==> src/rtl/robo_pkg.sv <==
// Shared encodings for the robot move path: command codes, headings,
// arbitration grant identities and the move-arbiter FSM states.
package robo_pkg;

  localparam logic [2:0] CMD_NOP     = 3'd0;
  localparam logic [2:0] CMD_FORWARD = 3'd1;
  localparam logic [2:0] CMD_TURN    = 3'd2;
  localparam logic [2:0] CMD_REMOVE  = 3'd3;
  localparam logic [2:0] CMD_UP      = 3'd4;
  localparam logic [2:0] CMD_DOWN    = 3'd5;
  localparam logic [2:0] CMD_LEFT    = 3'd6;
  localparam logic [2:0] CMD_RIGHT   = 3'd7;

  localparam logic [1:0] DIR_UP    = 2'd0;
  localparam logic [1:0] DIR_RIGHT = 2'd1;
  localparam logic [1:0] DIR_DOWN  = 2'd2;
  localparam logic [1:0] DIR_LEFT  = 2'd3;

  localparam logic GRANT_GP = 1'b0;
  localparam logic GRANT_RB = 1'b1;

  localparam logic [1:0] ST_IDLE_ENC = 2'd0;
  localparam logic [1:0] ST_ARB_ENC  = 2'd1;
  localparam logic [1:0] ST_EXEC_ENC = 2'd2;
  localparam logic [1:0] ST_HOLD_ENC = 2'd3;

  typedef enum logic [1:0] {
    ST_IDLE = ST_IDLE_ENC,
    ST_ARB  = ST_ARB_ENC,
    ST_EXEC = ST_EXEC_ENC,
    ST_HOLD = ST_HOLD_ENC
  } state_t;

  // FORWARD and the four absolute-direction codes (4..7) all attempt a step.
  function automatic logic is_move(input logic [2:0] cmd);
    return (cmd == CMD_FORWARD) || cmd[2];
  endfunction

endpackage

==> src/rtl/move_calc.sv <==
// Combinational next-heading / next-cell computation with grid edge check.
module move_calc
  import robo_pkg::*;
#(
  parameter int GRID_LINHAS  = 20,
  parameter int GRID_COLUNAS = 20
) (
  input  logic [4:0] i_linha,
  input  logic [4:0] i_coluna,
  input  logic [1:0] i_dir,
  input  logic [2:0] i_cmd,
  output logic [4:0] o_linha,
  output logic [4:0] o_coluna,
  output logic [1:0] o_dir,
  output logic       o_blocked
);

  logic [1:0] w_dir;
  logic       w_move;
  logic       w_edge;

  always_comb begin
    w_dir    = i_dir;
    w_move   = is_move(i_cmd);
    w_edge   = 1'b0;
    o_linha  = i_linha;
    o_coluna = i_coluna;

    case (i_cmd)
      CMD_TURN:  w_dir = i_dir + 2'd1;
      CMD_UP:    w_dir = DIR_UP;
      CMD_DOWN:  w_dir = DIR_DOWN;
      CMD_LEFT:  w_dir = DIR_LEFT;
      CMD_RIGHT: w_dir = DIR_RIGHT;
      default:   w_dir = i_dir;
    endcase

    // The step is taken along the heading that results from this command.
    case (w_dir)
      DIR_UP:   w_edge = (i_linha == 5'd0);
      DIR_DOWN: w_edge = (int'(i_linha) >= GRID_LINHAS - 1);
      DIR_LEFT: w_edge = (i_coluna == 5'd0);
      default:  w_edge = (int'(i_coluna) >= GRID_COLUNAS - 1);
    endcase

    if (w_move && !w_edge) begin
      case (w_dir)
        DIR_UP:   o_linha  = i_linha - 5'd1;
        DIR_DOWN: o_linha  = i_linha + 5'd1;
        DIR_LEFT: o_coluna = i_coluna - 5'd1;
        default:  o_coluna = i_coluna + 5'd1;
      endcase
    end

    o_dir     = w_dir;
    o_blocked = w_move & w_edge;
  end

endmodule

==> src/rtl/move_arbiter.sv <==
// Frame-paced arbiter between gamepad and robot controller: at most one
// command per video frame, round-robin on ties, registered robot pose.
module move_arbiter
  import robo_pkg::*;
#(
  parameter int GRID_LINHAS  = 20,
  parameter int GRID_COLUNAS = 20,
  parameter int INI_LINHA    = 0,
  parameter int INI_COLUNA   = 0
) (
  input  logic       Clock50,
  input  logic       Reset,
  input  logic       v_sync,
  input  logic       gp_req,
  input  logic [2:0] gp_cmd,
  input  logic       rb_req,
  input  logic [2:0] rb_cmd,
  output logic       gp_ack,
  output logic       rb_ack,
  output logic [4:0] LinhaRobo,
  output logic [4:0] ColunaRobo,
  output logic [1:0] Direcao,
  output logic       remove,
  output logic       blocked,
  output logic [7:0] MoveCount
);

  state_t     r_state;
  state_t     w_state_next;
  logic       r_vsync;
  logic       r_vsync_prev;
  logic       r_last_grant;
  logic       r_win;
  logic [2:0] r_cmd;
  logic [4:0] r_linha;
  logic [4:0] r_coluna;
  logic [1:0] r_dir;
  logic [7:0] r_count;
  logic       r_gp_ack;
  logic       r_rb_ack;
  logic       r_remove;
  logic       r_blocked;

  logic       w_frame_start;
  logic       w_any_req;
  logic       w_win;
  logic [4:0] w_linha_next;
  logic [4:0] w_coluna_next;
  logic [1:0] w_dir_next;
  logic       w_blocked;

  assign w_frame_start = r_vsync_prev & ~r_vsync;
  assign w_any_req     = gp_req | rb_req;
  // Robot wins when alone, or on a tie when the gamepad had the last grant.
  assign w_win = (rb_req && (!gp_req || r_last_grant == GRANT_GP)) ? GRANT_RB : GRANT_GP;

  move_calc #(
    .GRID_LINHAS (GRID_LINHAS),
    .GRID_COLUNAS(GRID_COLUNAS)
  ) u_calc (
    .i_linha  (r_linha),
    .i_coluna (r_coluna),
    .i_dir    (r_dir),
    .i_cmd    (r_cmd),
    .o_linha  (w_linha_next),
    .o_coluna (w_coluna_next),
    .o_dir    (w_dir_next),
    .o_blocked(w_blocked)
  );

  always_ff @(posedge Clock50) begin
    if (Reset) r_state <= ST_IDLE;
    else       r_state <= w_state_next;
  end

  always_comb begin
    w_state_next = r_state;
    case (r_state)
      ST_IDLE: if (w_frame_start) w_state_next = ST_ARB;
      ST_ARB:  w_state_next = w_any_req ? ST_EXEC : ST_IDLE;
      ST_EXEC: w_state_next = ST_HOLD;
      ST_HOLD: if (r_vsync) w_state_next = ST_IDLE;
      default: w_state_next = ST_IDLE;
    endcase
  end

  always_ff @(posedge Clock50) begin
    if (Reset) begin
      r_vsync      <= 1'b1;
      r_vsync_prev <= 1'b1;
      r_last_grant <= GRANT_RB;
      r_win        <= GRANT_GP;
      r_cmd        <= CMD_NOP;
      r_linha      <= 5'(INI_LINHA);
      r_coluna     <= 5'(INI_COLUNA);
      r_dir        <= DIR_UP;
      r_count      <= 8'd0;
      r_gp_ack     <= 1'b0;
      r_rb_ack     <= 1'b0;
      r_remove     <= 1'b0;
      r_blocked    <= 1'b0;
    end else begin
      r_vsync      <= v_sync;
      r_vsync_prev <= r_vsync;
      r_gp_ack     <= 1'b0;
      r_rb_ack     <= 1'b0;
      r_remove     <= 1'b0;
      r_blocked    <= 1'b0;
      // The winner's command is captured once; later changes are not seen.
      if (r_state == ST_ARB && w_any_req) begin
        r_cmd        <= (w_win == GRANT_RB) ? rb_cmd : gp_cmd;
        r_win        <= w_win;
        r_last_grant <= w_win;
      end
      if (r_state == ST_EXEC) begin
        r_linha   <= w_linha_next;
        r_coluna  <= w_coluna_next;
        r_dir     <= w_dir_next;
        r_count   <= r_count + 8'd1;
        r_gp_ack  <= (r_win == GRANT_GP);
        r_rb_ack  <= (r_win == GRANT_RB);
        r_remove  <= (r_cmd == CMD_REMOVE);
        r_blocked <= w_blocked;
      end
    end
  end

  assign gp_ack     = r_gp_ack;
  assign rb_ack     = r_rb_ack;
  assign LinhaRobo  = r_linha;
  assign ColunaRobo = r_coluna;
  assign Direcao    = r_dir;
  assign remove     = r_remove;
  assign blocked    = r_blocked;
  assign MoveCount  = r_count;

endmodule

==> config.mk <==
export PLATFORM = sky130hd
export DESIGN_NAME = move_arbiter
export DESIGN_NICKNAME = d
export VERILOG_FILES = /design/src/rtl/robo_pkg.sv /design/src/rtl/move_calc.sv /design/src/rtl/move_arbiter.sv
export SDC_FILE = /design/constraint.sdc
export NUM_CORES = 1
export LEC_CHECK = 0
export ABC_AREA = 1
export BUFFER_PORTS_ARGS = -buffer_cell sky130_fd_sc_hd__buf_4
export CORE_ASPECT_RATIO = 0.8
export CORE_MARGIN = 3
export CORE_UTILIZATION = 45
export DETAILED_ROUTE_END_ITERATION = 7
export GPL_ROUTABILITY_DRIVEN = 1
export HOLD_SLACK_MARGIN = 0.1
export PLACE_DENSITY = 0.75
export SLEW_MARGIN = 20
export SYNTH_ARGS = -nofsm -noshare
export SYNTH_HDL_FRONTEND = slang
export SYNTH_SLANG_ARGS = --single-unit
==> constraint.sdc <==
create_clock -name Clock50 -period 2.2 [get_ports Clock50]
set_clock_uncertainty 0.1 [all_clocks]
set_input_delay 0.44 -clock Clock50 [delete_from_list [all_inputs] [get_ports Clock50]]
set_output_delay 0.44 -clock Clock50 [all_outputs]
set_load 0.02 [all_outputs]
-- After elaboration in Yosys (flattened, before gate mapping)
Index checks and enable logic that the tools add are counted.
- output and inout port bits: 24
- logic and storage cells: 71
- bits of input ports: 11
- bits in registers: 33
- mux-type cells: 10
- magnitude comparators: 2
- $add $sub $neg: 6
- bitwise logic cells: 8
- equality and inequality tests: 14
- reduce and logical (&&, ||, !) cells: 17
- operators with widths (cell ; count):
    case mux 5 bit (2 select lines) ; 2
    == test 3 bit (second input constant) ; 4
    adder 5 x 1 -> 5 bit (second input constant) ; 2
    >= comparator 5 bit (second input constant) ; 2
    logical NOT 5 bit ; 2
    case mux 2 bit (5 select lines) ; 1
    subtractor 5 x 1 -> 5 bit (second input constant) ; 2
    adder 8 x 1 -> 8 bit (second input constant) ; 1
    == test 2 bit (second input constant) ; 4
    case mux 2 bit (4 select lines) ; 1
    == test 3 x 2 -> 1 bit (second input constant) ; 2
    2-to-1 mux 2 bit ; 3
    AND reduction 3 bit ; 2
    NOT 1 bit ; 5
    logical NOT 2 bit ; 2
    inequality test 2 bit (second input constant) ; 2
    OR reduction 2 bit ; 2
    == test 3 x 1 -> 1 bit (second input constant) ; 1
    logical AND 1 bit ; 3
    2-to-1 mux 3 bit ; 1
    case mux 1 bit (3 select lines) ; 1
    adder 2 x 1 -> 2 bit (second input constant) ; 1
    AND 1 bit ; 2
    == test 2 x 1 -> 1 bit (second input constant) ; 1
    6 further kinds ; 8

-- Depth between registers and ports, before layout
Gate-level depths: netlist of run 1.
- depth in word-level cells: 7
- depth in mapped cells: 18
- gate-level depth less buffers: 18

-- Hierarchy
A second synthesis of run 1 with hierarchy kept.
- cells, all modules: 300
- area total of the unflattened synthesis: 2025.7 um^2
- modules (own cells, without submodules) (module ; cells an instance ; seq. area each (um^2) ; times used ; area each (um^2)):
    move_arbiter ; 173 ; 660.6 ; 1 ; 1275.0
    move_calc ; 127 ; 0.0 ; 1 ; 750.7

-- Least setup slack after synthesis of run 1
No wires, ideal clock.
- path type: register to register
- from: reg r_dir[0], in the netlist Direcao[0]
- to: reg r_linha[4], in the netlist LinhaRobo[4]
- setup time: 0.110 ns
- setup slack: -0.127 ns
- data required time: 1.990 ns
- clock period less this slack: 2.327 ns
- stages on the path, launching flop included: 18
- path buffers: 0
- arrival time: 2.117 ns
- path through: dfxtp_1 inv_1 nand3_1 nand2_1 nand2_1 nand2_2 nand2_1 inv_1 fa_1 nand3b_1 nand2_1 nand2_1 nand2_1 nand3_1 nand2_1 nand4_1 nand2_1 nor2_1
- cells in the longest elaborated chain, start to end: 7
- elaborated cells on any way between the ends: 11
- classes of those cells: add/sub: 1; eq/ne: 2; mux: 3; reduce/logical: 5
- ends and longest elaborated chain (element ; RTL line ; source):
    start: declaration ; move_arbiter.sv:37 ; logic [1:0] r_dir;
    start signal: assignment ; move_arbiter.sv:118 ; r_dir <= w_dir_next;
    adder 2 x 1 -> 2 bit ; move_calc.sv:30 ; CMD_TURN: w_dir = i_dir + 2'd1;
    case mux 2 bit (5 select lines) (*) ; move_calc.sv:29 ; case (i_cmd)
    == test 2 bit (tied with other cells) ; move_calc.sv:39 ; case (w_dir)
    case mux 1 bit (3 select lines) ; move_calc.sv:39 ;
    logical NOT 1 bit ; move_calc.sv:46 ; if (w_move && !w_edge) begin
    logical AND 1 bit ; move_calc.sv:46 ;
    AND reduction 3 bit (no source line) ; n/a ;
    end signal: assignment ; move_arbiter.sv:94 ; r_linha <= 5'(INI_LINHA);
    end signal: assignment ; move_arbiter.sv:116 ; r_linha <= w_linha_next;
    end: declaration ; move_arbiter.sv:35 ; logic [4:0] r_linha;
Every way passes the cells marked *; elsewhere a longest branch is shown, timed or not.
A chain may end at the register's enable or synchronous reset.

-- Worst setup path after layout of run 1
- from: reg r_cmd[0]
- to: reg r_coluna[4], in the netlist ColunaRobo[4]
- cells in the longest elaborated chain, start to end: 7
- elaborated cells on any way between the ends: 18
- classes of those cells: eq/ne: 8; mux: 3; bitwise: 1; reduce/logical: 6
- ends and longest elaborated chain (element ; RTL line ; source):
    start: declaration ; move_arbiter.sv:34 ; logic [2:0] r_cmd;
    start signal: assignment ; move_arbiter.sv:111 ; r_cmd <= (w_win == GRANT_RB) ? rb_cmd : gp_cmd;
    == test 3 bit / == test 3 x 2 -> 1 bit (equally long branches) ; move_calc.sv:29 ;
    case mux 2 bit (5 select lines) ; move_calc.sv:29 ;
    == test 2 bit / logical NOT 2 bit (equally long branches) ; move_calc.sv:39, move_calc.sv:47 ;
    case mux 1 bit (3 select lines) ; move_calc.sv:39 ;
    logical NOT 1 bit ; move_calc.sv:46 ;
    logical AND 1 bit ; move_calc.sv:46 ;
    AND reduction 3 bit (no source line) ; n/a ;
    end signal: assignment ; move_arbiter.sv:95 ; r_coluna <= 5'(INI_COLUNA);
    end signal: assignment ; move_arbiter.sv:117 ; r_coluna <= w_coluna_next;
    end: declaration ; move_arbiter.sv:36 ; logic [4:0] r_coluna;
Several ways; a longest one is shown, not always the timed one.

==> results of run 1 <==
report_power, final:
group | switching (mW) | internal, mW | total [mW]
logic | 0.208 | 0.131 | 0.339
registers | 0.0259 | 0.624 | 0.650
clock network | 0.238 | 0.456 | 0.694
total | 0.471 | 1.21 | 1.68
state kept, by name, indices dropped and copies added, names as in the netlist, 2 cells and up, named ones only:
name	flops
ColunaRobo	5
r_cmd	3
Direcao	2
LinhaRobo	5
MoveCount	8
repair_timing:
item | in CTS | in global routing
resized for setup | 8 | 21
setup buffers | 2 | 1
endpoints found under the setup margin | 2 | 4
pin swaps | 3 | 10
cell usage after synthesis:
cell type  instances  area, sq um
a211oi_1           2         15.0
a21oi_1           14         70.1
a31oi_1            4         25.0
buf_2              2         10.0
buf_6              1         11.3
clkbuf_1           3         11.3
dfxtp_1           33          661
fa_1               2         40.0
ha_1               8          100
inv_1             44          165
inv_2              3         11.3
nand2_1           63          236
nand2_2            3         18.8
nand2_4            1         11.3
nand3_1           14         70.1
nand3_2            5         50.1
nand3b_1           2         15.0
nand4_1           12         75.1
nor2_1            19         71.3
nor2_2             1         6.26
nor3_1             4         20.0
nor3b_1            1         7.51
nor3b_2            1         12.5
nor4_1             1         6.26
nor4_2             1         12.5
o211ai_1           1         7.51
o21ai_0           12         60.1
o21bai_1           1         7.51
or2_2              1         6.26
xnor2_1            2         17.5
xor2_1             2         17.5
cells in the final DEF, fill, tap and decap left out, drive strengths merged:
master,synthesis,final
a31oi,4,4
a211oi,2,2
fa,2,2
nand4,12,12
nor3,4,4
dfxtp,33,33
o21bai,1,1
clkbuf,3,5
xor2,2,2
o21ai,12,12
nand2,67,67
inv,47,48
nand3b,2,2
or2,1,1
nor2,20,20
xnor2,2,2
bufinv,0,2
ha,8,8
nand3,19,19
buf,3,50
a21oi,14,14
nor4,2,2
nor3b,2,2
o211ai,1,1
layer usage:
layer	track usage	routed length (microns)	vias to the layer above
li1	-	-	949
met1	0.243	2060	843
met2	0.270	2060	46
met3	0.0500	257	7
met4	0.0578	47	0
met5	0	0	-
final timing paths:
path	start	depth (start not counted)	endpoint	slack, ns
worst max-delay path	r_cmd[0]$_SDFFE_PP0P_	16	ColunaRobo[4]$_SDFFE_PP0P_	-0.05
worst min-delay path	v_sync	2	r_vsync$_SDFF_PP1_	0.23
worst max register to register	r_cmd[0]$_SDFFE_PP0P_	16	ColunaRobo[4]$_SDFFE_PP0P_	-0.05
worst min register to register	r_vsync$_SDFF_PP1_	2	r_vsync_prev$_SDFF_PP1_	0.34
final cells by class:
class                      instances  area, sq um  share of cell area
tap                               55         68.8              0.0275
timing repair buffer              50          375               0.150
multi-input combinational        177         1060               0.425
clock inverter                     3         68.8              0.0275
clock buffer                       5         68.8              0.0275
sequential                        33          674               0.270
inverter                          47          181              0.0726
kinds of logic after synthesis:
family / after synthesis / share of synthesized area
simple gates: 129 / 0.335
flops: 33 / 0.357
buf+inv: 53 / 0.113
compound gates: 34 / 0.100
fa+ha+maj: 10 / 0.0758
xor+xnor: 4 / 0.0189
metrics by stage:
stage          area (sq um)  hold WS [ns]
6_report               2500         0.229
5_1_grt                2500         0.218
4_1_cts                2410         0.221
3_5_place_dp           2240         0.321
3_3_place_gp           2240         0.317
2_1_floorplan          1850         0.304
==> reports/metrics.yaml, run 1 <==
status: "finished with violations"
violations: "setup timing"
fin_crit_ns: 2.25
root_buffer: "clkbuf_8"
overflow: 0
syn2layout_area_growth_pct: 35.2
cap_violations: 0
drtIter0Drc: 83
ir_drop_v: 0.000373
cts_buffers: 5
clk_pin_slew_worst_paths_ns: 0.08
final-hold-violation-count: 0
setup.worst_path.start_class: "flop"
numClockSinks: 33
hold_buffers: 0
drc_errors: 0
arrival_ns: 2.34
syn_avg_cell_area_sq_um: 7.03
vias: 1845
synthDistinctLibCells: 31
rsz0062_at_grt: "true"
hpwl_microns: 3120
fin_util: 0.645
fin_total_pwr_mw: 1.68
critPathCaptureType: "flop"
worst-setup-path-type: "flop to flop"
min_path_type: "input port to flop"
diodes: 0
nFillCells: 351
dieArea_sq_um: 4920
ys_ff_latch: 33
final_antenna_net_count: 0
synthCells: 263
firstDrtPassIters: 4
dieHeight_microns: 63.3
totalWireLength_microns: 4430
p_leak_nw: 1.16
setup_viol: 2
drive_gt1_frac: 0.305
nNetsFinal: 335
setup_ws_ns: -0.0499
tightestPinTransition_ns: 0.505
dp_cells: 359
htreeDepth: 2
crit_chain: "inv_4 > nand3_1 > nand2_1 > nand2_2 > nand2_4 > nand2_1 > fa_2 > nand3b_1 > nand2_1 > nand2_1 > nand2_1 > nand2_1 > nand2_1 > nand4_1 > nand2_1 > nor2_1"
synth-seq-area-share: 0.357
stdcell_count: 370
clockBufferDepth: 2
path_delay_family: "simple AND/OR/NAND/NOR gates"
fmax_ghz: 0.444
grt_first_pass_wirelength_microns: 7160
port_buffers: 34
path_max_fanout: 4
clock_latency_ns: 0.29
start_util: 0.477
grt_max_degree: 14
required_ns: 2.29
track_usage: 0.178
pin_count: 35
syn_area_sq_um: 1850
place_congestion: 0.910
yosysWarnings: 0
tns_ns: -0.0804
crit_top_cell: "nand2_1"
vias_per_cell: 4.99
fp.dieW_microns: 77.7
antenna_found_initial: 0
power.density_nw_per_um2: 673
path_buf_inv: 1
finalMaxSlewViolations: 0
place_ws_ns: -0.0692
core_sq_um: 3880
wl_per_cell_microns: 12.0
rows: 20
slew_headroom: 0.663
slowest_stage: "dfxtp_4"
grt_pass1_vias: 1678
cts_tree: "done"
post-route-period-util: 1.02
syn-num-nets: 284
critical-path-max-stage-delay_ns: 0.37
Note: power is estimated with default switching activity, not from simulation.
==> run 2: changes to the inputs <==
--- a/config.mk
+++ b/config.mk
@@ -13,7 +13,7 @@
 export DETAILED_ROUTE_END_ITERATION = 7
 export GPL_ROUTABILITY_DRIVEN = 1
 export HOLD_SLACK_MARGIN = 0.1
-export PLACE_DENSITY = 0.75
+export PLACE_DENSITY = 0.72
 export SLEW_MARGIN = 20
 export SYNTH_ARGS = -nofsm -noshare
 export SYNTH_HDL_FRONTEND = slang
==> constraint.sdc (replaced) <==
create_clock -name Clock50 -period 2.6 [get_ports Clock50]
set_clock_uncertainty 0.1 [all_clocks]
set_input_delay 0.52 -clock Clock50 [delete_from_list [all_inputs] [get_ports Clock50]]
set_output_delay 0.52 -clock Clock50 [all_outputs]
set_load 0.02 [all_outputs]
==> reports/metrics.yaml, run 2 (synthesis gave the netlist of run 1 again) <==
status: "finished, final reports clean"
setup_viol: 0  # -2
dieHeight_microns: 63.3  # unchanged
r2r_slack_ns: 0.22  # +0.27 ns
rsz0062_at_grt: "false"
final_antenna_net_count: 0  # unchanged
clock_latency_ns: 0.29  # about the same
htreeDepth: 2  # unchanged
clk_pin_slew_worst_paths_ns: 0.07  # about the same
clockBufferDepth: 2  # unchanged
hpwl_microns: 2970  # -4.8%
nFillCells: 366  # +4.3%
min_path_type: "input port to flop"
fmax_ghz: 0.421  # -5.3%
antenna_found_initial: 0  # unchanged
multiInputGateArea_sq_um: 992  # -6.6%
fin_util: 0.584  # -0.0606
vias_per_cell: 5.00  # +0.21%
p_leak_nw: 1.07  # -7.4%
port_buffers: 34  # unchanged
place_ws_ns: 0.184  # +0.253 ns
nNetsFinal: 320  # -4.5%
path_max_fanout: 6  # +2
critical-path-max-stage-delay_ns: 0.41  # +0.04 ns
tns_ns: 0  # +0.0804 ns
drc_errors: 0  # unchanged
cts_tree: "done"
fin_crit_ns: 2.38  # +0.126 ns
setup_ws_ns: 0.224  # +0.274 ns
hold_buffers: 0  # unchanged
start_util: 0.477  # unchanged
worst-setup-path-type: "flop to flop"
ir_drop_v: 0.000287  # -23%
fp.dieW_microns: 77.7  # unchanged
dp_cells: 347  # -3.3%
seqPwrFrac: 0.452  # +0.066
cts_buffers: 5  # unchanged
crit_chain: "inv_2 > nand2_2 > nand2_1 > nand2_1 > nand2_1 > nand2_4 > nand2_4 > inv_1 > fa_1 > nand3b_1 > nand2_1 > nand2_1 > nand2_1 > nand3_1 > nand2_1 > nand4_1 > nand2_1 > nor2_1"
totalWireLength_microns: 4230  # -4.5%
dieArea_sq_um: 4920  # unchanged
finalMaxSlewViolations: 0  # unchanged
largest_reg_flops: 8  # unchanged
overflow: 0  # unchanged
slew_headroom: 0.638  # -0.0245
root_buffer: "clkbuf_8"
final-hold-violation-count: 0  # unchanged
vias: 1774  # -3.8%
pwr-share-comb: 0.195  # -0.006
swShare: 0.301  # +0.0214
grt_max_degree: 16  # +2
post_dp_cell_area_sq_um: 2150  # -4.2%
power.switching_mw: 0.364  # -23%
syn2layout_area_growth_pct: 22.5
internal-power_mw: 0.845  # -30%
place_congestion: 0.856  # -5.9%
wl_per_cell_microns: 11.9  # -0.41%
firstDrtPassIters: 4  # unchanged
rows: 20  # unchanged
most-common-layout-cells: "62 x nand2_1, 44 x inv_1, 35 x buf_4"
track_usage: 0.182  # +0.00420
slowest_stage: "fa_1"
grt_pass1_vias: 1586  # -5.5%
numClockSinks: 33  # unchanged
pin_count: 35  # unchanged
setup.worst_path.start_class: "flop"
drtIter0Drc: 109  # +31%
hold-worst-slack_ns: 0.319  # +0.0898 ns
regArea_sq_um: 663  # -1.7%
drive_gt1_frac: 0.207  # -0.0981
diodes: 0  # unchanged
tightestPinTransition_ns: 0.542  # +0.0367 ns
critPathCaptureType: "flop"
layout_commonest_cell: "nand2_1"
core_sq_um: 3880  # unchanged
stdcell_count: 355  # -4.1%
crit_top_cell: "nand2_1"
power.density_nw_per_um2: 534  # -21%
cap_violations: 0  # unchanged
clockPowerShare: 0.353  # -0.059
fin_area_sq_um: 2260  # -9.4%
required_ns: 2.69  # +0.40 ns
post-route-period-util: 0.914  # -0.109
fin_total_pwr_mw: 1.21  # -28%
arrival_ns: 2.47  # +0.13 ns
grt_first_pass_wirelength_microns: 7150  # -0.20%
## run 2: critical path, delay by kind of cell, from the launching register on
kind	cells	cell delay, ns
adder cells (fa/ha/maj)	1	0.41
buffers and inverters	2	0.16
flip-flops	1	0.34
AND/OR/NAND/NOR	15	1.29
## run 2: layout make-up
type	instances	area share
Multi-Input combinational cell	177	0.438
Sequential cell	33	0.293
Timing Repair Buffer	35	0.116
Inverter	47	0.0779
Clock buffer	7	0.0425
Tap cell	55	0.0304
Clock inverter	1	0.00221
## run 2: power groups by stage
stage / logic [mW] / registers (mW) / clock network, mW
finish: 0.236 / 0.547 / 0.426
global placement: 0.223 / 0.557 / 0
global route: 0.264 / 0.549 / 0.456
CTS: 0.229 / 0.546 / 0.437
floorplan: 0.165 / 0.564 / 0
detailed placement: 0.225 / 0.557 / 0
## run 2: path summary, 6_finish.rpt
kind                                to  cells after the start                   from
max          LinhaRobo[4]$_SDFFE_PP0P_                     18  r_cmd[0]$_SDFFE_PP0P_
min                 r_vsync$_SDFF_PP1_                      2                 v_sync
max reg2reg  LinhaRobo[4]$_SDFFE_PP0P_                     18  r_cmd[0]$_SDFFE_PP0P_
min reg2reg    r_vsync_prev$_SDFF_PP1_                      2     r_vsync$_SDFF_PP1_
## run 2: timing repair
action,in CTS,in global routing
endpoints found under the setup margin,0,2
buffers inserted,0,0
resized for setup,0,5
## run 2: per-layer routing
| metal | vias to the layer above | GRT usage | part of all wire |
|---|---|---|---|
| met3 | 0 | 0.0586 | 0.064 |
| li1 | 918 | - | - |
| met1 | 805 | 0.244 | 0.48 |
| met5 | - | 0 | 0 |
| met2 | 51 | 0.279 | 0.46 |
| met4 | 0 | 0.0556 | 0 |
